<file path="src/rtl/serial_chunk_adder_if.sv">
// serial_chunk_adder_if
//   Handshake bundle for serial_chunk_adder: the operand side (in_valid/in_ready,
//   a, b, cin) and the result side (out_valid/out_ready, s, cout).
//   slave  : the adder itself
//   master : the producer/consumer driving the adder
//   With SERIAL_ADDER_SUB_EN defined the bundle also carries 'sub', which is
//   sampled together with a/b at acceptance.
interface serial_chunk_adder_if #(
   parameter int WIDTH = 16
) ();
   logic             in_valid;
   logic             in_ready;
   logic [WIDTH-1:0] a;
   logic [WIDTH-1:0] b;
   logic             cin;
`ifdef SERIAL_ADDER_SUB_EN
   logic             sub;
`endif
   logic [WIDTH-1:0] s;
   logic             cout;
   logic             out_valid;
   logic             out_ready;

`ifdef SERIAL_ADDER_SUB_EN
   modport slave (
      input  in_valid, a, b, cin, sub, out_ready,
      output in_ready, s, cout, out_valid
   );
   modport master (
      output in_valid, a, b, cin, sub, out_ready,
      input  in_ready, s, cout, out_valid
   );
`else
   modport slave (
      input  in_valid, a, b, cin, out_ready,
      output in_ready, s, cout, out_valid
   );
   modport master (
      output in_valid, a, b, cin, out_ready,
      input  in_ready, s, cout, out_valid
   );
`endif
endinterface

</file>
<file path="src/rtl/serial_chunk_adder.sv">
// serial_chunk_adder
//   Multi-cycle WIDTH-bit adder that adds CHUNK bits per clock through a single
//   CHUNK-bit slice, carrying between chunks in one register. Operands are
//   captured on acceptance; {cout, s} == a + b + cin once out_valid is high.
//   Ports:
//     clk    : rising-edge clock
//     reset  : asynchronous, active-high
//     bus    : serial_chunk_adder_if.slave (in_valid/in_ready, a, b, cin,
//              s, cout, out_valid/out_ready)
//   Optional feature macro: SERIAL_ADDER_SUB_EN adds 'sub' on the bus; with
//   sub=1 the block returns a - b and cout=1 meaning "no borrow" (a >= b).
//
//   state  | meaning
//   -------+------------------------------------------------------------
//   IDLE   | in_ready=1, waiting for operands
//   RUN    | adding one chunk per cycle, idx selects the chunk
//   DONE   | out_valid=1, s/cout held until out_ready
module serial_chunk_adder #(
   parameter int WIDTH = 16,
   parameter int CHUNK = 4
) (
   input  logic                 clk,
   input  logic                 reset,
   serial_chunk_adder_if.slave  bus
);

   localparam int NCHUNK = (CHUNK < 1) ? 1 : WIDTH / CHUNK;
   localparam int IDXW   = (NCHUNK > 1) ? $clog2(NCHUNK) : 1;

   localparam logic [1:0] S_IDLE = 2'd0;
   localparam logic [1:0] S_RUN  = 2'd1;
   localparam logic [1:0] S_DONE = 2'd2;

   if (CHUNK < 1 || CHUNK > WIDTH || (WIDTH % CHUNK) != 0) begin : g_param_err
      $error("serial_chunk_adder: illegal WIDTH=%0d / CHUNK=%0d", WIDTH, CHUNK);
   end

   logic [1:0]       state_q, state_d;
   logic [WIDTH-1:0] a_q, a_d;
   logic [WIDTH-1:0] b_q, b_d;
   logic             carry_q, carry_d;
   logic [IDXW-1:0]  idx_q, idx_d;
   logic [WIDTH-1:0] s_q, s_d;
   logic             cout_q, cout_d;

   logic [WIDTH-1:0] b_load;
   logic             carry_load;
   logic [CHUNK-1:0] a_chunk;
   logic [CHUNK-1:0] b_chunk;
   logic [CHUNK-1:0] sum_chunk;
   logic             c_chunk;
   logic             last_chunk;

   // Subtraction is a + ~b + 1, so it only changes what gets loaded.
`ifdef SERIAL_ADDER_SUB_EN
   assign b_load     = bus.sub ? ~bus.b : bus.b;
   assign carry_load = bus.sub ? 1'b1   : bus.cin;
`else
   assign b_load     = bus.b;
   assign carry_load = bus.cin;
`endif

   assign a_chunk    = a_q[int'(idx_q) * CHUNK +: CHUNK];
   assign b_chunk    = b_q[int'(idx_q) * CHUNK +: CHUNK];
   assign {c_chunk, sum_chunk} = {1'b0, a_chunk} + {1'b0, b_chunk}
                               + {{CHUNK{1'b0}}, carry_q};
   assign last_chunk = (idx_q == IDXW'(NCHUNK - 1));

   always_comb begin
      state_d = state_q;
      a_d     = a_q;
      b_d     = b_q;
      carry_d = carry_q;
      idx_d   = idx_q;
      s_d     = s_q;
      cout_d  = cout_q;
      case (state_q)
         S_IDLE: begin
            if (bus.in_valid) begin
               a_d     = bus.a;
               b_d     = b_load;
               carry_d = carry_load;
               idx_d   = '0;
               s_d     = '0;
               cout_d  = 1'b0;
               state_d = S_RUN;
            end
         end
         S_RUN: begin
            s_d[int'(idx_q) * CHUNK +: CHUNK] = sum_chunk;
            carry_d = c_chunk;
            if (last_chunk) begin
               // idx parks at 0 so a single-chunk configuration never moves it.
               cout_d  = c_chunk;
               idx_d   = '0;
               state_d = S_DONE;
            end else begin
               idx_d = idx_q + 1'b1;
            end
         end
         S_DONE: begin
            if (bus.out_ready) begin
               state_d = S_IDLE;
            end
         end
         default: begin
            state_d = S_IDLE;
         end
      endcase
   end

   always_ff @(posedge clk or posedge reset) begin
      if (reset) begin
         state_q <= S_IDLE;
         a_q     <= '0;
         b_q     <= '0;
         carry_q <= 1'b0;
         idx_q   <= '0;
         s_q     <= '0;
         cout_q  <= 1'b0;
      end else begin
         state_q <= state_d;
         a_q     <= a_d;
         b_q     <= b_d;
         carry_q <= carry_d;
         idx_q   <= idx_d;
         s_q     <= s_d;
         cout_q  <= cout_d;
      end
   end

   assign bus.in_ready  = (state_q == S_IDLE);
   assign bus.out_valid = (state_q == S_DONE);
   assign bus.s         = s_q;
   assign bus.cout      = cout_q;

endmodule

</file>
<file path="src/flat_wrapper.sv">
// flat-port wrapper written by rule: the top's interface ports become plain ports
module serial_chunk_adder_flat 
#(
   parameter int WIDTH = 16,
   parameter int CHUNK = 4
)
  (clk, reset, bus_in_valid, bus_a, bus_b, bus_cin, bus_out_ready, bus_in_ready, bus_s, bus_cout, bus_out_valid);
  serial_chunk_adder_if #(.WIDTH(WIDTH)) bus_i ();
  input  logic clk;
  input  logic reset;
  input wire logic [$bits(bus_i.in_valid)-1:0] bus_in_valid;
  input wire logic [$bits(bus_i.a)-1:0] bus_a;
  input wire logic [$bits(bus_i.b)-1:0] bus_b;
  input wire logic [$bits(bus_i.cin)-1:0] bus_cin;
  input wire logic [$bits(bus_i.out_ready)-1:0] bus_out_ready;
  output wire logic [$bits(bus_i.in_ready)-1:0] bus_in_ready;
  output wire logic [$bits(bus_i.s)-1:0] bus_s;
  output wire logic [$bits(bus_i.cout)-1:0] bus_cout;
  output wire logic [$bits(bus_i.out_valid)-1:0] bus_out_valid;
  assign bus_i.in_valid = bus_in_valid;
  assign bus_i.a = bus_a;
  assign bus_i.b = bus_b;
  assign bus_i.cin = bus_cin;
  assign bus_i.out_ready = bus_out_ready;
  assign bus_in_ready = bus_i.in_ready;
  assign bus_s = bus_i.s;
  assign bus_cout = bus_i.cout;
  assign bus_out_valid = bus_i.out_valid;
  serial_chunk_adder #(.WIDTH(WIDTH), .CHUNK(CHUNK)) u_core (.clk(clk), .reset(reset), .bus(bus_i));
endmodule
</file>
<file path="config.mk">
export PLATFORM = sky130hd
export DESIGN_NAME = serial_chunk_adder_flat
export DESIGN_NICKNAME = d
export VERILOG_FILES = /design/src/rtl/serial_chunk_adder_if.sv /design/src/rtl/serial_chunk_adder.sv /design/src/flat_wrapper.sv
export SDC_FILE = /design/constraint.sdc
export NUM_CORES = 1
export LEC_CHECK = 0
export ABC_AREA = 1
export CORE_UTILIZATION = 54
export DETAILED_ROUTE_END_ITERATION = 8
export PLACE_DENSITY_LB_ADDON = 0.08
export SYNTH_ARGS = -nofsm -noshare
export SYNTH_HDL_FRONTEND = slang
export SYNTH_SLANG_ARGS = --single-unit
</file>
<file path="constraint.sdc">
create_clock -name clk -period 4 [get_ports clk]
set_input_delay 0.8 -clock clk [delete_from_list [all_inputs] [get_ports clk]]
set_output_delay 0.8 -clock clk [all_outputs]
set_load 0.03 [all_outputs]
</file>
==> results of run 1 <==
-- sequential cells by signal, summed over array words and instances, names as in the netlist --
name	flops
u_core.a_q	16
u_core.b_q	16
u_core.bus.cout	1
u_core.bus.s	16
u_core.carry_q	1
u_core.idx_q	2
u_core.state_q	2
-- layout by cell type, fill, tap and decap left out, types with 3 or more instances in the layout --
master           Yosys  layout
dfrtp_1             54      54
o21ai_1             11      11
ha_1                 7       7
clkdlybuf4s50_1      0      55
nand3_1             13      13
nor2_1              21      21
nor2_2               3       3
inv_1               10       9
nand2_2              3       3
o21ai_0             18      18
nand2_1            132     132
clkbuf_8             0       6
o22ai_1              8       8
inv_2                5       6
-- power by group --
part | switching (mW) | leakage [nW] | internal [mW] | total (mW)
Sequential | 0.153 | 0.693 | 0.777 | 0.929
Combinational | 0.999 | 0.860 | 0.562 | 1.56
Clock | 0.167 | 0.0431 | 0.134 | 0.301
Total | 1.32 | 1.60 | 1.47 | 2.79
-- worst max-delay path, delay by kind of cell, from the launching register on --
family | cells | cell delay (ps)
flip-flops | 1 | 540
buffers and inverters | 1 | 330
AO/OA/AOI/OAI | 4 | 650
adder cells (fa/ha/maj) | 2 | 880
AND/OR/NAND/NOR | 2 | 140
-- through the flow --
step	area, sq um	hold slack, ps	instances
6_report	3229	485.5	415
5_1_grt	3229	514.4	415
4_1_cts	3229	487.7	415
3_5_place_dp	3147	466.0	409
3_3_place_gp	3147	462.7	409
2_1_floorplan	2611	443.6	312
-- worst paths after layout --
check	slack, ps	start	end
max	1340	u_core.idx_q[1]	u_core.carry_q
min	490	u_core.bus.s[8]	u_core.bus.s[8]
max reg2reg	1340	u_core.idx_q[1]	u_core.carry_q
min reg2reg	490	u_core.bus.s[8]	u_core.bus.s[8]
max in group asynchronous	2250	reset	u_core.a_q[2]
min in group asynchronous	1060	reset	u_core.state_q[1]
-- cell type report --
type	count	area, sq um	share of cell area [%]
clock buffer	6	82.58	2.557
inverter	18	72.57	2.247
multi-input combinational	229	1100	34.06
sequential	54	1351	41.84
tap	52	65.06	2.015
timing repair buffer	56	558.0	17.28
-- routing by layer --
layer | vias up | track usage (%) | share of wire, % | wire, um
li1 | 1093 | - | - | -
met4 | 0 | 10.46 | 1.8 | 100
met5 | - | 0 | 0 | 0
met3 | 10 | 3.376 | 2.9 | 164
met1 | 1008 | 31.20 | 44 | 2448
met2 | 55 | 43.07 | 51 | 2880
-- cell families (layout without fill, tap and decap cells) --
group                      after synthesis  in the layout  synth area share, %
and+or+nand+nor                        179            179                28.75
adders and majority gates                9              9                4.887
DFF                                     54             54                51.75
AOI/OAI and AO/OA                       40             40                8.146
buffers and inverters                   29             80                6.133
xor gates and xnor gates                 1              1               0.3355
==> results.toml, run 1 <==
[status]
outcome = "completed"

[place]
place.gp.congestion = 0.8061
io_buffer_count = 55
dp_slack_ps = 1389
hpwl_um = 4034

[timing]
final_max_slew_viol_count = 0
tns_ps = 0
setup_viol = 0
max_freq_mhz = 375.8
timing.final.ws_setup_ps = 1339
tightest_slew_ps = 1098
fin_crit_sh_pct = 66.53
min_period_ps = 2661
rsz0062_at_grt = "false"
hold_viol = 0
relSlewSlack_pct = 26.83
finClkSkew_ps = 5.581

[floorplanning]
rows = 24
die_height_um = 71.54
dieArea_sq_mm = 0.005118
io_pins = 56
core_area_sq_mm = 0.004504
start_util_pct = 57.97
die_w_um = 71.54

[final_layout]
nets = 410
syn_to_final_growth_pct = 23.67
nFillCells = 367
antennaDiodeCount = 0
finish.utilization_pct = 71.69
drive_gt1_share_pct = 6.887

[route]
via_per_inst = 5.219
wirelength_um = 5593
via_count = 2166
drtIter0Drc = 153
routedWlPerCell_um = 13.48
drt_pass1_iterations = 4
ant_nets = 0
drc = 0

[clock_tree]
clockBufferDepth = 2
ctsHoldBuffers = 0
postCtsResizedCells = 0
clk_latency_ps = 310
htreeDepth = 2
clk_pin_slew_ps = 90
cts_buffers = 5
cts_sinks = 54
postCtsSetupBuffers = 0
cts_root_buf = "clkbuf_8"
cts_tree = "yes"

[critical_path]
crit_type = "reg2reg"
worstSetupEndpointType = "register"
startpoint_type = "register"
rr_worst_depth = 9
cp_slowest_cell = "dfrtp_1"
crit_fanout = 11
worstPathArrival_ps = 2850
max_stage_delay_ps = 540
required_ps = 4190
cp_cell_sequence = "clkinv_1 -> o21ai_0 -> o22ai_1 -> fa_1 -> fa_1 -> a21oi_1 -> nor2_1 -> o21ai_0 -> nand3_1"

[synth]
synth_edf_count = 0
ys_ff_latch = 54
yosys.cell_types.count = 25
synthTopCellsByArea = "dfrtp_1, nand2_1, o21ai_0"
avgSynthCellArea_sq_um = 8.369
synthMostInstantiatedCell = "nand2_1"
synthesis.nets = 358
synth_area_sq_mm = 0.002611
yosysWarnings = 0
async_flop_share_pct = 100.0
synth_top_area_share_pct = 51.75
synth_top_cells_by_count = "nand2_1, dfrtp_1, nor2_1"
synth_area_leader_cell = "dfrtp_1"
yosysSeqAreaShare_pct = 51.75
synthFlopType = "dfrtp_1"
synth_cells = 312

[global_route]
grt_first_pass_wirelength_um = 9639
gr-usage-all-layers_pct = 24.74
antenna_found_initial = 0
grt_max_degree = 55
grt_pass1_vias = 2133
gr-total-overflow = 0

[power_and_ir_drop]
power_density_mw_per_mm2 = 864.4
p_total_mw = 2.792
ir_worst_vdd_mv = 0.6349
power_leakage_nw = 1.596

[run]
cap_violations = 0

[min_path]
hold_path_depth = 2
min_path_type = "reg2reg"
Note: power is estimated with default switching activity, not from simulation.
==> run 2: changes to the inputs <==
--- a/config.mk
+++ b/config.mk
@@ -6,7 +6,7 @@
 export NUM_CORES = 1
 export LEC_CHECK = 0
 export ABC_AREA = 1
-export CORE_UTILIZATION = 54
+export CORE_UTILIZATION = 51
 export DETAILED_ROUTE_END_ITERATION = 8
 export PLACE_DENSITY_LB_ADDON = 0.08
 export SYNTH_ARGS = -nofsm -noshare
==> constraint.sdc (replaced) <==
create_clock -name clk -period 2.6 [get_ports clk]
set_input_delay 0.52 -clock clk [delete_from_list [all_inputs] [get_ports clk]]
set_output_delay 0.52 -clock clk [all_outputs]
set_load 0.03 [all_outputs]
==> run 2 against run 1 <==
Compared with the run above: critical path depth stayed put; count of clock-buffer cells in the layout stayed put; hold slack lost 4.3 ps; power increased by 59%; largest cell class unchanged; highest routed layer unchanged; global-route usage fell by 1.2 points; critical path type unchanged; core utilization shrank 2.3 points; sequential power up 54%; wire length is 1.3% higher; maximum frequency rose by 13%; clock skew up 3.6 ps.
==> results.toml, run 2 (synthesis gave the netlist of run 1 again) <==
[place]
io_buffer_count = 55
dpl-instance-area_sq_mm = 0.003231
place.gp.congestion = 0.8071
dp_slack_ps = 250.0
hpwl_um = 4262

[critical_path]
ff2ff_setup_slack_ps = 240
cp_slowest_cell = "dfrtp_1"
max_stage_delay_ps = 470
reg2reg_to = "u_core.carry_q"
worstSetupEndpointType = "register"
worstPathArrival_ps = 2550
crit_type = "reg2reg"
startpoint_type = "register"
cp_cell_sequence = "inv_2 -> o21ai_0 -> o22ai_1 -> fa_1 -> fa_1 -> a21oi_1 -> nor2_1 -> o21ai_0 -> nand3_1"
crit_fanout = 8
r2r_start = "u_core.idx_q[0]"
rr_worst_depth = 9
required_ps = 2790

[global_route]
grt.busiest_layer = "met2"
antenna_found_initial = 0
grt_first_pass_wirelength_um = 9473
grt_max_degree = 41
use_met3_pct = 4.115
gr-total-overflow = 0
met2_usage_pct = 42.00
grt_pass1_vias = 2119
gr-usage-all-layers_pct = 23.55
use_met1_pct = 27.99

[clock_tree]
postCtsResizedCells = 0
cts_tree = "yes"
cts_buffers = 5
clockBufferDepth = 2
cts_sinks = 54
postCtsSetupBuffers = 0
ctsHoldBuffers = 0
htreeDepth = 2
clk_pin_slew_ps = 90
clk_latency_ps = 300
cts_root_buf = "clkbuf_8"

[power_and_ir_drop]
power_density_mw_per_mm2 = 1329
ir_worst_vdd_mv = 0.6087
power_leakage_nw = 1.643

[timing]
relSlewSlack_pct = 63.75
tightest_slew_ps = 542.9
tns_ps = 0
fin_crit_sh_pct = 90.96
max_freq_mhz = 422.9
hold_viol = 0
rsz0062_at_grt = "false"
final_max_slew_viol_count = 0
setup_viol = 0
finClkSkew_ps = 9.193
timing.final.ws_setup_ps = 235.1
min_period_ps = 2365

[floorplanning]
die_w_um = 73.56
rows = 25
dieArea_sq_mm = 0.005410
start_util_pct = 54.21
core_area_sq_mm = 0.004817
io_pins = 56
die_height_um = 73.56

[route]
drc = 0
via_count = 2174
routedWlPerCell_um = 12.90
ant_nets = 0
via_per_inst = 4.952
drt_pass1_iterations = 4
drtIter0Drc = 101
wirelength_um = 5664

[final_layout]
layout_common_cells = "nand2_1, clkdlybuf4s50_1, dfrtp_1"
final_common_cell = "nand2_1"
antennaDiodeCount = 0
nets = 417
drive_gt1_share_pct = 8.871
fin_area_sq_mm = 0.003341
nFillCells = 438
syn_to_final_growth_pct = 27.93

[run]
cap_violations = 0

[min_path]
hp-start = "u_core.b_q[11]"
min_path_type = "reg2reg"
hold_end = "u_core.b_q[11]"
hold_path_depth = 2

[status]
outcome = "completed"
==> run 2: changes by cell type in the layout (fill, tap and decap cells not counted), sizes merged <==
| cell | change |
|---|---|
| buf | +7 |
| clkinvlp | +1 |
| bufinv | +1 |
==> run 2: how the worst max path moves through the flow <==
stage	slack [ps]	from	to
2_1_floorplan	190	u_core.idx_q[0]	u_core.carry_q
3_3_place_gp	320	u_core.idx_q[0]	u_core.carry_q
3_5_place_dp	250	u_core.idx_q[0]	u_core.carry_q
4_1_cts	250	u_core.idx_q[0]	u_core.carry_q
5_1_grt	40	u_core.idx_q[0]	u_core.carry_q
6_report	240	u_core.idx_q[0]	u_core.carry_q
==> run 2: cell type report <==
class	count	area [sq um]	area share, %
multi-input cells	229	1100	32.92
clock inverters	2	37.54	1.124
flip-flops and latches	54	1351	40.45
well taps	67	83.83	2.509
clock buffers	6	72.57	2.172
repair buffers	63	623.1	18.65
inverters	18	72.57	2.172
==> run 2: critical path, delay by kind of cell, from the launching register on <==
family,cells,cell delay (ps)
flip-flops,1,470
buffers and inverters,1,120
AND/OR/NAND/NOR,2,140
AO/OA/AOI/OAI,4,630
adder cells (fa/ha/maj),2,890
==> run 2: layer usage <==
layer | up-vias | share of wire [%]
met5 | - | 0
met4 | 0 | 2.4
met3 | 9 | 2.6
met2 | 40 | 51
met1 | 1016 | 44
li1 | 1109 | -
==> run 2: power breakdown <==
part           switching [mW]  total [mW]  internal [mW]
clock                   0.262       0.549          0.287
sequential              0.237        1.43           1.20
combinational            1.54        2.46          0.920
total                    2.04        4.44           2.40
==> run 2: per-stage QoR <==
stage	power, mW	utilization [%]	hold slack (ps)	std cells
6_report	4.439	69.35	481.2	439
5_1_grt	4.834	69.35	509.0	439
4_1_cts	4.459	69.35	487.3	439
3_5_place_dp	3.897	67.06	464.5	431
3_3_place_gp	3.843	67.06	463.2	431
2_1_floorplan	3.180	-	443.6	312
